===== config.mk =====
export PLATFORM = sky130hd
export DESIGN_NAME = imm_encode
export DESIGN_NICKNAME = d
export VERILOG_FILES = /design/src/rtl/riscv_pkg.sv /design/src/rtl/sync_fifo.sv /design/src/rtl/imm_encode.sv
export SDC_FILE = /design/constraint.sdc
export NUM_CORES = 1
export LEC_CHECK = 0
export BUFFER_PORTS_ARGS = -buffer_cell sky130_fd_sc_hd__buf_4
export CORE_MARGIN = 3
export CORE_UTILIZATION = 34
export DETAILED_ROUTE_END_ITERATION = 7
export PLACE_DENSITY = 0.51
export SYNTH_ARGS = -nofsm -noshare
export SYNTH_HDL_FRONTEND = slang
export SYNTH_SLANG_ARGS = --single-unit

===== constraint.sdc =====
create_clock -name clk_i -period 7.37 [get_ports clk_i]
set_clock_uncertainty 0.2 [all_clocks]
set_input_delay 1.8425 -clock clk_i [delete_from_list [all_inputs] [get_ports clk_i]]
set_output_delay 1.8425 -clock clk_i [all_outputs]
set_load 0.02 [all_outputs]

===== src/rtl/riscv_pkg.sv =====
// Shared RISC-V immediate definitions used by both the immediate extender and the encoder.
package riscv_pkg;

    typedef enum logic [1:0] {
        IMM_I = 2'b00,
        IMM_S = 2'b01,
        IMM_B = 2'b10,
        IMM_J = 2'b11
    } immsrc_t;

    localparam int IMM12_MIN = -2048;
    localparam int IMM12_MAX = 2047;
    localparam int IMM13_MIN = -4096;
    localparam int IMM13_MAX = 4094;
    localparam int IMM21_MIN = -1048576;
    localparam int IMM21_MAX = 1048574;

endpackage


===== src/rtl/sync_fifo.sv =====
// Small synchronous valid/ready FIFO. The head is read straight from registered storage,
// and out_data reads as zero whenever the FIFO is empty.
module sync_fifo #(
    parameter int WIDTH = 8,
    parameter int DEPTH = 2
) (
    input  logic             clk,
    input  logic             rst_n,
    input  logic             clear,
    input  logic             in_valid,
    output logic             in_ready,
    input  logic [WIDTH-1:0] in_data,
    output logic             out_valid,
    input  logic             out_ready,
    output logic [WIDTH-1:0] out_data
);

    localparam int PTR_W = (DEPTH > 1) ? $clog2(DEPTH) : 1;
    localparam int CNT_W = $clog2(DEPTH + 1);
    localparam logic [CNT_W-1:0] FULL = CNT_W'(DEPTH);
    localparam logic [PTR_W-1:0] LAST = PTR_W'(DEPTH - 1);

    logic [WIDTH-1:0] mem [DEPTH];
    logic [PTR_W-1:0] wr_ptr;
    logic [PTR_W-1:0] rd_ptr;
    logic [CNT_W-1:0] count;
    logic             push;
    logic             pop;

    // Readiness looks only at the stored count, so a pop never frees a slot in the same cycle.
    assign in_ready  = rst_n & ~clear & (count < FULL);
    assign out_valid = (count != '0);
    assign out_data  = out_valid ? mem[rd_ptr] : '0;
    assign push      = in_valid & in_ready;
    assign pop       = out_valid & out_ready & ~clear;

    always_ff @(posedge clk) begin
        if (push) begin
            mem[wr_ptr] <= in_data;
        end
    end

    always_ff @(posedge clk) begin
        if (!rst_n || clear) begin
            wr_ptr <= '0;
            rd_ptr <= '0;
            count  <= '0;
        end else begin
            if (push) begin
                wr_ptr <= (wr_ptr == LAST) ? '0 : wr_ptr + PTR_W'(1);
            end
            if (pop) begin
                rd_ptr <= (rd_ptr == LAST) ? '0 : rd_ptr + PTR_W'(1);
            end
            case ({push, pop})
                2'b10:   count <= count + CNT_W'(1);
                2'b01:   count <= count - CNT_W'(1);
                default: count <= count;
            endcase
        end
    end

endmodule


===== src/rtl/imm_encode.sv =====
// Scatters a signed immediate into an I/S/B/J instruction template, flags out-of-range values,
// and queues the finished words with sequential imem word addresses.
module imm_encode
    import riscv_pkg::*;
#(
    parameter int DEPTH  = 2,
    parameter int ADDR_W = 10
) (
    input  logic              clk_i,
    input  logic              rst_ni,
    input  logic              clear_i,
    input  logic              in_valid_i,
    output logic              in_ready_o,
    input  logic [31:0]       base_i,
    input  logic [1:0]        immsrc_i,
    input  logic [31:0]       imm_i,
    output logic              out_valid_o,
    input  logic              out_ready_i,
    output logic [31:0]       instr_o,
    output logic [ADDR_W-1:0] addr_o,
    output logic              range_err_o,
    output logic [7:0]        err_cnt_o
);

    localparam int W = 32 + ADDR_W + 1;

    logic signed [31:0] imm_s;
    logic [31:0]        instr;
    logic               range_err;
    logic [ADDR_W-1:0]  addr_cnt;
    logic [7:0]         err_cnt;
    logic               accept;
    logic [W-1:0]       head;

    assign imm_s = $signed(imm_i);

    always_comb begin
        instr     = base_i;
        range_err = 1'b0;
        case (immsrc_t'(immsrc_i))
            IMM_I: begin
                instr[31:20] = imm_i[11:0];
                range_err    = (imm_s < IMM12_MIN) || (imm_s > IMM12_MAX);
            end
            IMM_S: begin
                instr[31:25] = imm_i[11:5];
                instr[11:7]  = imm_i[4:0];
                range_err    = (imm_s < IMM12_MIN) || (imm_s > IMM12_MAX);
            end
            IMM_B: begin
                instr[31]    = imm_i[12];
                instr[30:25] = imm_i[10:5];
                instr[11:8]  = imm_i[4:1];
                instr[7]     = imm_i[11];
                range_err    = (imm_s < IMM13_MIN) || (imm_s > IMM13_MAX) || imm_i[0];
            end
            IMM_J: begin
                instr[31]    = imm_i[20];
                instr[30:21] = imm_i[10:1];
                instr[20]    = imm_i[11];
                instr[19:12] = imm_i[19:12];
                range_err    = (imm_s < IMM21_MIN) || (imm_s > IMM21_MAX) || imm_i[0];
            end
            default: begin
                instr     = base_i;
                range_err = 1'b0;
            end
        endcase
    end

    assign accept = in_valid_i & in_ready_o;

    always_ff @(posedge clk_i) begin
        if (!rst_ni || clear_i) begin
            addr_cnt <= '0;
            err_cnt  <= '0;
        end else if (accept) begin
            addr_cnt <= addr_cnt + ADDR_W'(1);
            if (range_err && (err_cnt != 8'hFF)) begin
                err_cnt <= err_cnt + 8'd1;
            end
        end
    end

    sync_fifo #(
        .WIDTH (W),
        .DEPTH (DEPTH)
    ) u_fifo (
        .clk       (clk_i),
        .rst_n     (rst_ni),
        .clear     (clear_i),
        .in_valid  (in_valid_i),
        .in_ready  (in_ready_o),
        .in_data   ({instr, addr_cnt, range_err}),
        .out_valid (out_valid_o),
        .out_ready (out_ready_i),
        .out_data  (head)
    );

    assign {instr_o, addr_o, range_err_o} = head;
    assign err_cnt_o = err_cnt;

endmodule


# [Word level (Yosys, flattened, before mapping)]
# Memory sizes are Yosys's and may differ from the RTL's. A register that Yosys moved wholly into a read port is not among the register bits.
# Cells that the tools add are included.
[word_totals] input_bits=71 word_cells=57 regBits=22 ramBits=86 memories=1
[classes] n_eq_ne=6 order_cmp=7 bitwise_logic=6 muxes=13 n_addsub=6 reduce_logical=13
[memory_table] name="u_fifo.mem" words=2 word_bits=43 rd=1 rd_ports_with_merged_regs=1 wr=1 line_no="sync_fifo.sv:23" source="logic [WIDTH-1:0] mem [DEPTH];"
[op_table] operator="two-way mux 43 bit" n=1
[op_table] operator="> comparator 32 x 12 -> 1 bit (second input constant)" n=1
[op_table] operator="> comparator 32 x 13 -> 1 bit (second input constant)" n=1
[op_table] operator="> comparator 32 x 21 -> 1 bit (second input constant)" n=1
[op_table] operator="< comparator 32 x 12 -> 1 bit (second input constant)" n=1
[op_table] operator="< comparator 32 x 13 -> 1 bit (second input constant)" n=1
[op_table] operator="< comparator 32 x 21 -> 1 bit (second input constant)" n=1
[op_table] operator="one-hot mux 7 bit (3 select lines)" n=1
[op_table] operator="one-hot mux 5 bit (2 select lines)" n=2
[op_table] operator="adder 10 x 1 -> 10 bit (second input constant)" n=1
[op_table] operator="adder 8 x 1 -> 8 bit (second input constant)" n=1
[op_table] operator="two-way mux 8 bit" n=1
[op_table] operator="!= test 8 bit (second input constant)" n=1
[op_table] operator="equality test 2 bit (second input constant)" n=3
[op_table] operator="logical OR 1 bit" n=6
[op_table] operator="two-way mux 1 bit" n=6
[op_table] operator="AND 1 bit" n=5
[op_table] operator="equality test 2 x 1 -> 1 bit (second input constant)" n=2
[op_table] operator="one-hot mux 2 bit (2 select lines)" n=1
[op_table] operator="nonzero test 2 bit" n=2
[op_table] operator="one-hot mux 1 bit (3 select lines)" n=1
[op_table] operator="adder 1 bit (second input constant)" n=2
[op_table] operator="adder 2 x 1 -> 2 bit (second input constant)" n=1
[op_table] operator="zero test 2 bit" n=1
[op_table] operator="other kinds (7)" n=7

# [Logic depth before layout (Yosys ltp)]
# Gate-level depths: netlist (run 1).
[depth] ltp_word=6 ltp_mapped=8

# [By module]
# A second synthesis (run 1) with hierarchy kept.
[hier_totals] hier_cells=388 hier_area_um2=4842.1
[modules_own_cells] mod="sync_fifo" instances=1 area_per_inst_um2=3460.8 cells_each=209 seq_area_each_um2=2682.6
[modules_own_cells] mod="imm_encode" instances=1 area_per_inst_um2=1381.3 cells_each=179 seq_area_each_um2=360.3

# [Least setup slack after synthesis (run 1)]
# OpenSTA, ideal clock, no wires.
[synth_path] kind="input -> register" from="in clear_i" to="mem u_fifo.mem[0][0] in the netlist's numbering (enable)" stages=5 arrival_time_ns=4.428 n_path_buf=1 path_slack_ns=2.299 cell_sequence="nor3b_2 and2_1 buf_4 inv_2 nor2_1"
[synth_via] elab_chain_len=6
[synth_rtl] item="from (decl)" line_no="imm_encode.sv:11" source="input logic clear_i,"
[synth_rtl] item="inverter 1 bit" line_no="sync_fifo.sv:31" source="assign in_ready = rst_n & ~clear & (count < FULL);"
[synth_rtl] item="AND 1 bit (2 in a row)" line_no="sync_fifo.sv:31"
[synth_rtl] item="AND 1 bit" line_no="sync_fifo.sv:34" source="assign push = in_valid & in_ready;"
[synth_rtl] item="two-way mux 1 bit" line_no="sync_fifo.sv:38" source="if (push) begin"
[synth_rtl] item="two-way mux 1 bit (not written as such)" line_no="sync_fifo.sv:39" source="mem[wr_ptr] <= in_data;"
[synth_rtl] item="to (decl)" line_no="sync_fifo.sv:23"
# No other way between the ends.

# [Worst setup path in the final report (run 1)]
[layout_path] from="in clear_i" to="out in_ready_o"
[layout_via] elab_chain_len=3
[layout_rtl] item="inverter 1 bit" line_no="sync_fifo.sv:31"
[layout_rtl] item="AND 1 bit (2 in a row)" line_no="sync_fifo.sv:31"
[layout_rtl] item="to (decl)" line_no="imm_encode.sv:13" source="output logic in_ready_o,"
# No other way between the ends.

==> flow_summary_export.csv, run 1 <==
group,metric,value,unit
finish,final_util,45.5,%
global_routing,grt_usage,13.5,%
global_routing,grt_antenna_before_repair,0,
sta,min_period,4.39,ns
placement,portBuffers,116,
power,p_switching,258,uW
global_routing,overflow,0,
cts,numCtsBuffers,9,
power,p_leak,0.00222,uW
synth,synthArstFlopShare,0,%
sta,setup_tns,0,ns
routing,ant_nets,0,
status,outcome,"complete, no violations",
floorplanning,dieArea,0.0156,mm^2
critical_path,crit_fanout,4,
critical_path,slowest_delay,0.20,ns
floorplanning,core_area,0.0135,mm^2
routing,drt_iter0_markers,171,
critical_path,path_cells,"buf_4 > nor3b_2 > buf_4",
sta,setup_viol,0,
cts,cts.repair.resized,0,
power,seqPwrFrac,54.6,%
routing,wl_met1,4430,um
power,p_clk_share,37.7,%
routing,vias,3247,
synth,synth_top_cell_area_share,53.9,%
routing,route.met2.wl,5040,um
synth,synth_cells,375,
synth,synth_fp_nets,453,
floorplanning,initial_core_util,35.5,%
synth,yosys-top-cells-area,"edfxtp_1, mux2i_1, dfxtp_1",
finish,stdcell_count,669,
critical_path,arrival,2.35,ns
synth,synth_area,0.00479,mm^2
cts,post_cts_buffers,0,
power,intPower,983,uW
power,p_total,1240,uW
sta,tightest_slew,0.905,ns
critical_path,cp_slowest_cell,"nor3b_2",
sta,timing.final.crit_share,59.5,%
floorplanning,die_h,125,um
routing,routed_wl,10200,um
synth,yosysUniqueCellTypes,42,
cts,clkSinkCount,109,
cts,root_buffer,"clkbuf_16",
routing,drt_first_pass_iters,4,
min_path,hold_path_class,"flip-flop to flip-flop",
critical_path,critPathKind,"input port to output port",
routing,route.detailed.drc,0,
synth,ys_ff_latch,109,
power,vdd_drop_max,0.140,mV
cts,cts_tree,"built",
synth,syn_area_per_cell,12.8,um^2
critical_path,worst_path_most_repeated_cell,"buf_4",
global_routing,grt_pass1_vias,3336,
placement,gp_congestion,0.746,
finish,syn2layout_area_growth,28.1,%
finish,final_nets,567,
cts,holdBufCountCts,0,
critical_path,cp-end-kind,"output port",
synth,synth-edff-count,86,
floorplanning,rows,42,
sta,max_slew_margin,39.7,%
floorplanning,io-pin-count,124,
cts,clk_pin_slew_worst_paths,0.07,ns
sta,final-max-slew-violation-count,0,
routing,routed-wl-met3,608,um
placement,placed_cells,654,
floorplanning,die-width,125,um
sta,hold_viol,0,
routing,wl_per_cell,15.2,um
global_routing,grt_pass1_wl,16800,um
placement,dp_hpwl,6920,um
sta,fmax,0.228,GHz
finish,diodes,0,
cts,clk_latency,0.34,ns
cts,cts_buffer_depth,2,
finish,drive_above_1_share,32.0,%
synth,synth_top_area_cell,"edfxtp_1",
critical_path,crit_required,5.33,ns
flow_run,cap_violations,0,
power,p_sw_share,20.8,%
sta,rsz0062_at_grt,"false",
global_routing,grt_max_degree,45,
power,powerDensity,202,mW/mm^2
routing,viasPerCell,4.85,
power,comb_power_share,7.7,%
synth,ys_warn_count,0,
cts,cts_max_level,3,
synth,synth-main-ff-cell,"edfxtp_1",
critical_path,start_kind,"input port",
routing,routed.top_layer,"met4",
synth,seq_area_frac_synth,63.5,%
through the flow:
step                      setup WS (ns)  instance area, um^2  hold slack (ns)
after floorplan                    2.30                 4790            0.245
final                              2.98                 6140            0.284
after global routing               2.93                 6140            0.309
after CTS                          2.96                 6140            0.287
after detailed placement           2.92                 5850            0.270
after global placement             2.96                 5850            0.256
Yosys cell counts (all sizes together), types with 5 or more instances:
cell type / n
clkbuf: 14
o21ai: 10
nor2: 64
inv: 9
nand4: 11
mux2: 8
edfxtp: 86
mux2i: 48
dfxtp: 23
ha: 7
nor4: 5
nand2: 22
and3: 6
xor2: 9
a21oi: 5
nand3: 8
cell type report:
class                           count  area (um^2)
Tap cell                          176          220
Clock inverter                      5         60.1
Clock buffer                       10          229
Inverter                            9         33.8
Sequential cell                   109         3040
Multi-Input combinational cell    239         1650
Timing Repair Buffer              121          908
Fill cell                        1263         7360
final timing paths:
check,from,endpoint,slack (ns),depth (start not counted)
worst min-delay path,addr_cnt[9],u_fifo.mem[1][10],0.28,0
worst max register to register,u_fifo.count[1],u_fifo.mem[0][27],4.72,5
worst min register to register,addr_cnt[9],u_fifo.mem[1][10],0.28,0
worst max-delay path,clear_i,in_ready_o,2.98,3
power groups by stage:
stage | Combinational, uW | Clock, uW | Sequential [uW]
6_report | 95.3 | 468 | 678
5_1_grt | 106 | 510 | 678
4_1_cts | 97.2 | 484 | 677
3_5_place_dp | 96.8 | 0 | 691
3_3_place_gp | 95.3 | 0 | 691
2_1_floorplan | 46.0 | 0 | 692
flip-flops by register name, summed over array words and instances, names as in the netlist, named ones only:
signal         count
addr_cnt          10
err_cnt_o          8
u_fifo.count       2
u_fifo.mem        86
u_fifo.rd_ptr      1
u_fifo.wr_ptr      1
cells by family after synthesis:
family                   Yosys count  share of synthesized area (%)
AND/OR/NAND/NOR                  134                           13.8
flip-flops                       109                           63.5
multiplexers                      56                           11.9
AO/OA/AOI/OAI                     29                           4.15
buffers and inverters             27                           2.51
XOR/XNOR                          13                           2.37
adder cells (fa/ha/maj)            7                           1.83
routing by layer:
layer  up-vias  track usage (%)
met5         -                0
met4         0             3.22
met3        10             5.19
met2        75             22.8
met1      1561             16.3
li1       1601                -
worst max-delay path, delay by kind of cell:
| kind | cells | cell delay, ns |
|---|---|---|
| buf+inv | 2 | 0.30 |
| simple gates | 1 | 0.20 |
cell usage in the layout (no fill, tap or decap), types with 9 or more instances in the layout:
cell / instances
o21ai_0: 10
edfxtp_1: 86
buf_4: 121
mux2i_1: 48
nand4_1: 11
nor2_1: 62
nand2_1: 22
xor2_1: 9
clkbuf_16: 9
dfxtp_1: 22
Note: power is estimated with default switching activity, not from simulation.
==> run 2, diff against run 1 <==
==> constraint.sdc (replaced) <==
create_clock -name clk_i -period 4.2 [get_ports clk_i]
set_clock_uncertainty 0.2 [all_clocks]
set_input_delay 1.05 -clock clk_i [delete_from_list [all_inputs] [get_ports clk_i]]
set_output_delay 1.05 -clock clk_i [all_outputs]
set_load 0.02 [all_outputs]
==> run 2 against run 1 <==
  * Combinational power is 77% higher
  * Cell count rose by 0.60%
  * Non-clock buffer count rose by 3
  * Sequential cell count unchanged
  * Critical path depth increased by 1
  * Final area grew 0.45%
  * Critical path type is now flip-flop to output port
  * Largest cell class unchanged
==> flow_summary_export.csv, run 2 (synthesis gave the netlist of run 1 again) <==
group,metric,value,unit
sta,rsz0062_at_grt,"false",
sta,max_slew_margin,53.7,%
finish,final_nets,570,
sta,min_period,3.07,ns
cts,holdBufCountCts,0,
global_routing,grt_usage,13.5,%
placement,dp_hpwl,7240,um
routing,drt_iter0_markers,174,
sta,holdWs,0.298,ns
floorplanning,dieArea,0.0156,mm^2
critical_path,cp-end-kind,"output port",
finish,design_area,0.00617,mm^2
critical_path,arrival,1.82,ns
cts,post_cts_buffers,0,
cts,cts.repair.resized,0,
cts,clk_latency,0.35,ns
global_routing,grt_antenna_before_repair,0,
finish,diodes,0,
placement,portBuffers,116,
cts,cts_tree,"built",
critical_path,crit_fanout,27,
floorplanning,initial_core_util,35.5,%
finish,stdcell_count,673,
sta,fmax,0.326,GHz
sta,final-max-slew-violation-count,0,
routing,ant_nets,0,
min_path,hold_path_class,"flip-flop to flip-flop",
finish,final_common_cell,"buf_4",
routing,vias,3244,
global_routing,grt_pass1_wl,16500,um
power,vdd_drop_max,0.251,mV
cts,root_buffer,"clkbuf_16",
placement,placed_cells,657,
flow_run,cap_violations,0,
finish,fillers,1277,
cts,cts_buffer_depth,2,
finish,syn2layout_area_growth,28.7,%
floorplanning,die_h,125,um
routing,viasPerCell,4.82,
power,powerDensity,351,mW/mm^2
global_routing,grt_max_degree,33,
critical_path,critPathKind,"flip-flop to output port",
cts,clkSinkCount,109,
routing,route.detailed.drc,0,
cts,numCtsBuffers,9,
sta,setup_viol,0,
routing,drt_first_pass_iters,5,
floorplanning,core_area,0.0135,mm^2
finish,largest_reg_flops,86,
routing,wl_per_cell,15.4,um
status,outcome,"complete, no violations",
global_routing,overflow,0,
sta,timing.final.crit_share,73.1,%
floorplanning,rows,42,
placement,gp_congestion,0.773,
routing,routed_wl,10400,um
placement,dpl_cell_area,0.00589,mm^2
power,p_total,2170,uW
cts,clk_pin_slew_worst_paths,0.08,ns
floorplanning,die-width,125,um
finish,mostFrequentLayoutCells,"buf_4, edfxtp_1, nor2_1",
finish,drive_above_1_share,32.8,%
floorplanning,io-pin-count,124,
power,p_leak,0.00224,uW
sta,hold_viol,0,
critical_path,crit_required,2.95,ns
critical_path,start_kind,"flip-flop",
sta,setup_tns,0,ns
finish,top_register,"u_fifo.mem",
sta,tightest_slew,0.694,ns
global_routing,grt_pass1_vias,3302,
cts,cts_max_level,3,
[run 2: through the flow]
stage               setup WS [ns]  util (%)
floorplan                   0.646         -
CTS                          1.03      45.7
detailed placement          0.812      43.6
finish                       1.13      45.7
global route                0.959      45.7
global placement            0.817      43.6
[run 2: area by class of cell]
type                    instances  area [um^2]  area share (%)
flip-flops and latches        109         3040            49.3
multi-input cells             239         1650            26.7
repair buffers                124          943            15.3
clock buffers                  10          229            3.71
well taps                     176          220            3.57
clock inverters                 6         52.6           0.852
inverters                       9         33.8           0.547
[run 2: routing by layer]
| metal | track usage (%) | routed length (um) | vias up |
|---|---|---|---|
| li1 | - | - | 1603 |
| met1 | 15.5 | 4390 | 1548 |
| met2 | 23.1 | 5200 | 82 |
| met3 | 4.93 | 617 | 11 |
| met4 | 4.77 | 153 | 0 |
| met5 | 0 | 0 | - |
[run 2: critical path, cell delays in order (launching register included)]
cell and delay (ns):
dfxtp_1 0.35, nor2_4 0.40, buf_4 0.41, nor2_1 0.13, buf_4 0.18
[run 2: power breakdown]
part           switching [uW]  internal (uW)
logic                    88.5           80.5
registers                5.96           1180
clock network             396            415
[run 2: final timing paths]
kind / startpoint / endpoint / slack (ns) / cells past startpoint
max: u_fifo.count[1] / instr_o[7] / 1.13 / 4
min: addr_cnt[9] / u_fifo.mem[0][10] / 0.30 / 0
max reg2reg: u_fifo.count[1] / err_cnt_o[6] / 1.76 / 7
min reg2reg: addr_cnt[9] / u_fifo.mem[0][10] / 0.30 / 0
==> run 3, diff against run 2 <==
--- a/config.mk
+++ b/config.mk
@@ -9,7 +9,7 @@
 export CORE_MARGIN = 3
 export CORE_UTILIZATION = 34
 export DETAILED_ROUTE_END_ITERATION = 7
-export PLACE_DENSITY = 0.51
+export PLACE_DENSITY = 0.53
 export SYNTH_ARGS = -nofsm -noshare
 export SYNTH_HDL_FRONTEND = slang
 export SYNTH_SLANG_ARGS = --single-unit
==> constraint.sdc (replaced) <==
create_clock -name clk_i -period 2.7 [get_ports clk_i]
set_clock_uncertainty 0.2 [all_clocks]
set_input_delay 0.675 -clock clk_i [delete_from_list [all_inputs] [get_ports clk_i]]
set_output_delay 0.675 -clock clk_i [all_outputs]
set_load 0.02 [all_outputs]
==> run 3 against run 2 <==
  * Sequential cell count unchanged
  * Routed wire length increased by 1.5%
  * Utilization increased by 0.82 points
  * Critical path type unchanged
  * Register-to-register slack got worse by 1.2 ns
  * Highest routed layer unchanged
  * First-iteration DRC count increased by 19%
  * Largest cell class unchanged
==> flow_summary_export.csv, run 3 (synthesis gave the netlist of run 1 again) <==
group,metric,value,unit
sta,tightest_slew,0.684,ns
critical_path,start_kind,"flip-flop",
power,p_leak,0.00230,uW
sta,timing.final.crit_share,93.9,%
floorplanning,dieArea,0.0156,mm^2
sta,min_period,2.54,ns
global_routing,met1_usage,17.3,%
cts,cts_buffer_depth,2,
cts,root_buffer,"clkbuf_16",
placement,dpl_worst_slack,-0.191,ns
routing,drt_first_pass_iters,4,
critical_path,r2r-start,"u_fifo.count[1]",
floorplanning,io-pin-count,124,
floorplanning,rows,42,
placement,placed_cells,666,
cts,clk_latency,0.35,ns
finish,final_common_cell,"buf_4",
cts,numCtsBuffers,9,
sta,setup_viol,0,
finish,fillers,1236,
routing,wl_per_cell,15.4,um
finish,mostFrequentLayoutCells,"buf_4, edfxtp_1, nor2_1",
sta,fmax,0.394,GHz
routing,routed_wl,10500,um
routing,viasPerCell,4.80,
global_routing,grt_pass1_wl,17000,um
routing,vias,3276,
finish,diodes,0,
cts,clkSinkCount,109,
sta,hold_viol,0,
cts,post_cts_buffers,0,
floorplanning,core_area,0.0135,mm^2
sta,setup_slack,0.164,ns
flow_run,cap_violations,0,
global_routing,grt_usage,13.9,%
critical_path,critPathKind,"flip-flop to output port",
critical_path,crit_required,1.82,ns
placement,portBuffers,116,
critical_path,crit_end,"instr_o[7]",
critical_path,worst_r2r_path_depth,7,
global_routing,grt_antenna_before_repair,0,
finish,multi_input_area,0.00165,mm^2
power,powerDensity,550,mW/mm^2
floorplanning,initial_core_util,35.5,%
sta,max_slew_margin,54.4,%
cts,holdBufCountCts,0,
global_routing,overflow,0,
cts,cts.repair.resized,0,
routing,drt_iter0_markers,207,
floorplanning,die_h,125,um
cts,cts_max_level,3,
sta,final-max-slew-violation-count,0,
finish,drive_above_1_share,34.2,%
cts,clk_pin_slew_worst_paths,0.07,ns
global_routing,grt.met2_usage,22.7,%
finish,final_nets,579,
critical_path,cp-end-kind,"output port",
global_routing,grt_pass1_vias,3328,
cts,cts_tree,"built",
routing,ant_nets,0,
routing,route.detailed.drc,0,
critical_path,reg2reg_to,"err_cnt_o[6]",
global_routing,busiest_layer,"met2",
global_routing,met3_usage,4.80,%
status,outcome,"complete, no violations",
global_routing,grt_max_degree,27,
finish,largest_reg_flops,86,
finish,top_register,"u_fifo.mem",
finish,syn2layout_area_growth,31.0,%
sta,holdWs,0.292,ns
critical_path,r2r_slack,0.56,ns
sta,rsz0062_at_grt,"false",
power,vdd_drop_max,0.257,mV
finish,area.sequential,0.00304,mm^2
finish,final_util,46.5,%
finish,stdcell_count,682,
floorplanning,die-width,125,um
critical_path,crit_fanout,24,
min_path,hold_path_class,"flip-flop to flip-flop",
critical_path,arrival,1.66,ns
placement,gp_congestion,0.792,
placement,dp_hpwl,7390,um
## run 3: final cells by class
type                       instances  area share, %
clock buffer                      11           4.20
tap                              176           3.51
sequential                       109           48.5
clock inverter                     5          0.777
timing repair buffer             133           16.3
multi-input combinational        239           26.2
inverter                           9          0.538
## run 3: through the flow
step / power, uW / area [um^2] / setup TNS [ns]
final: 3450 / 6280 / 0
after global routing: 3600 / 6280 / 0
after CTS: 3510 / 6280 / 0
after detailed placement: 2160 / 5970 / -1.65
after global placement: 2160 / 5970 / -1.56
after floorplan: 2010 / 4800 / 0
## run 3: how the worst min path moves through the flow
stage	startpoint	endpoint	cells after the start
floorplan	addr_cnt[9]	u_fifo.mem[0][10]	0
global placement	addr_cnt[9]	u_fifo.mem[0][10]	0
detailed placement	addr_cnt[9]	u_fifo.mem[0][10]	0
CTS	base_i[5]	u_fifo.mem[1][16]	1
global route	base_i[2]	u_fifo.mem[1][13]	1
finish	addr_cnt[9]	u_fifo.mem[0][10]	0
## run 3: worst max-delay path: stages, from the launching register on
cell	delay, ns
dfxtp_2	0.55
buf_12	0.27
mux2i_1	0.21
nor2_1	0.08
buf_4	0.18
## run 3: power by group
part           internal (uW)  switching (uW)  leakage, uW
Sequential              1840            8.97     0.000943
Combinational            132             139      0.00120
Clock                    724             609     0.000155
Total                   2700             757      0.00230
## run 3: per-layer routing
metal / vias to the layer above / share of wire (%) / wire length (um)
met5: - / 0 / 0
met3: 15 / 5.3 / 557
met4: 0 / 1.9 / 200
met1: 1547 / 45 / 4690
li1: 1630 / - / -
met2: 84 / 48 / 5080
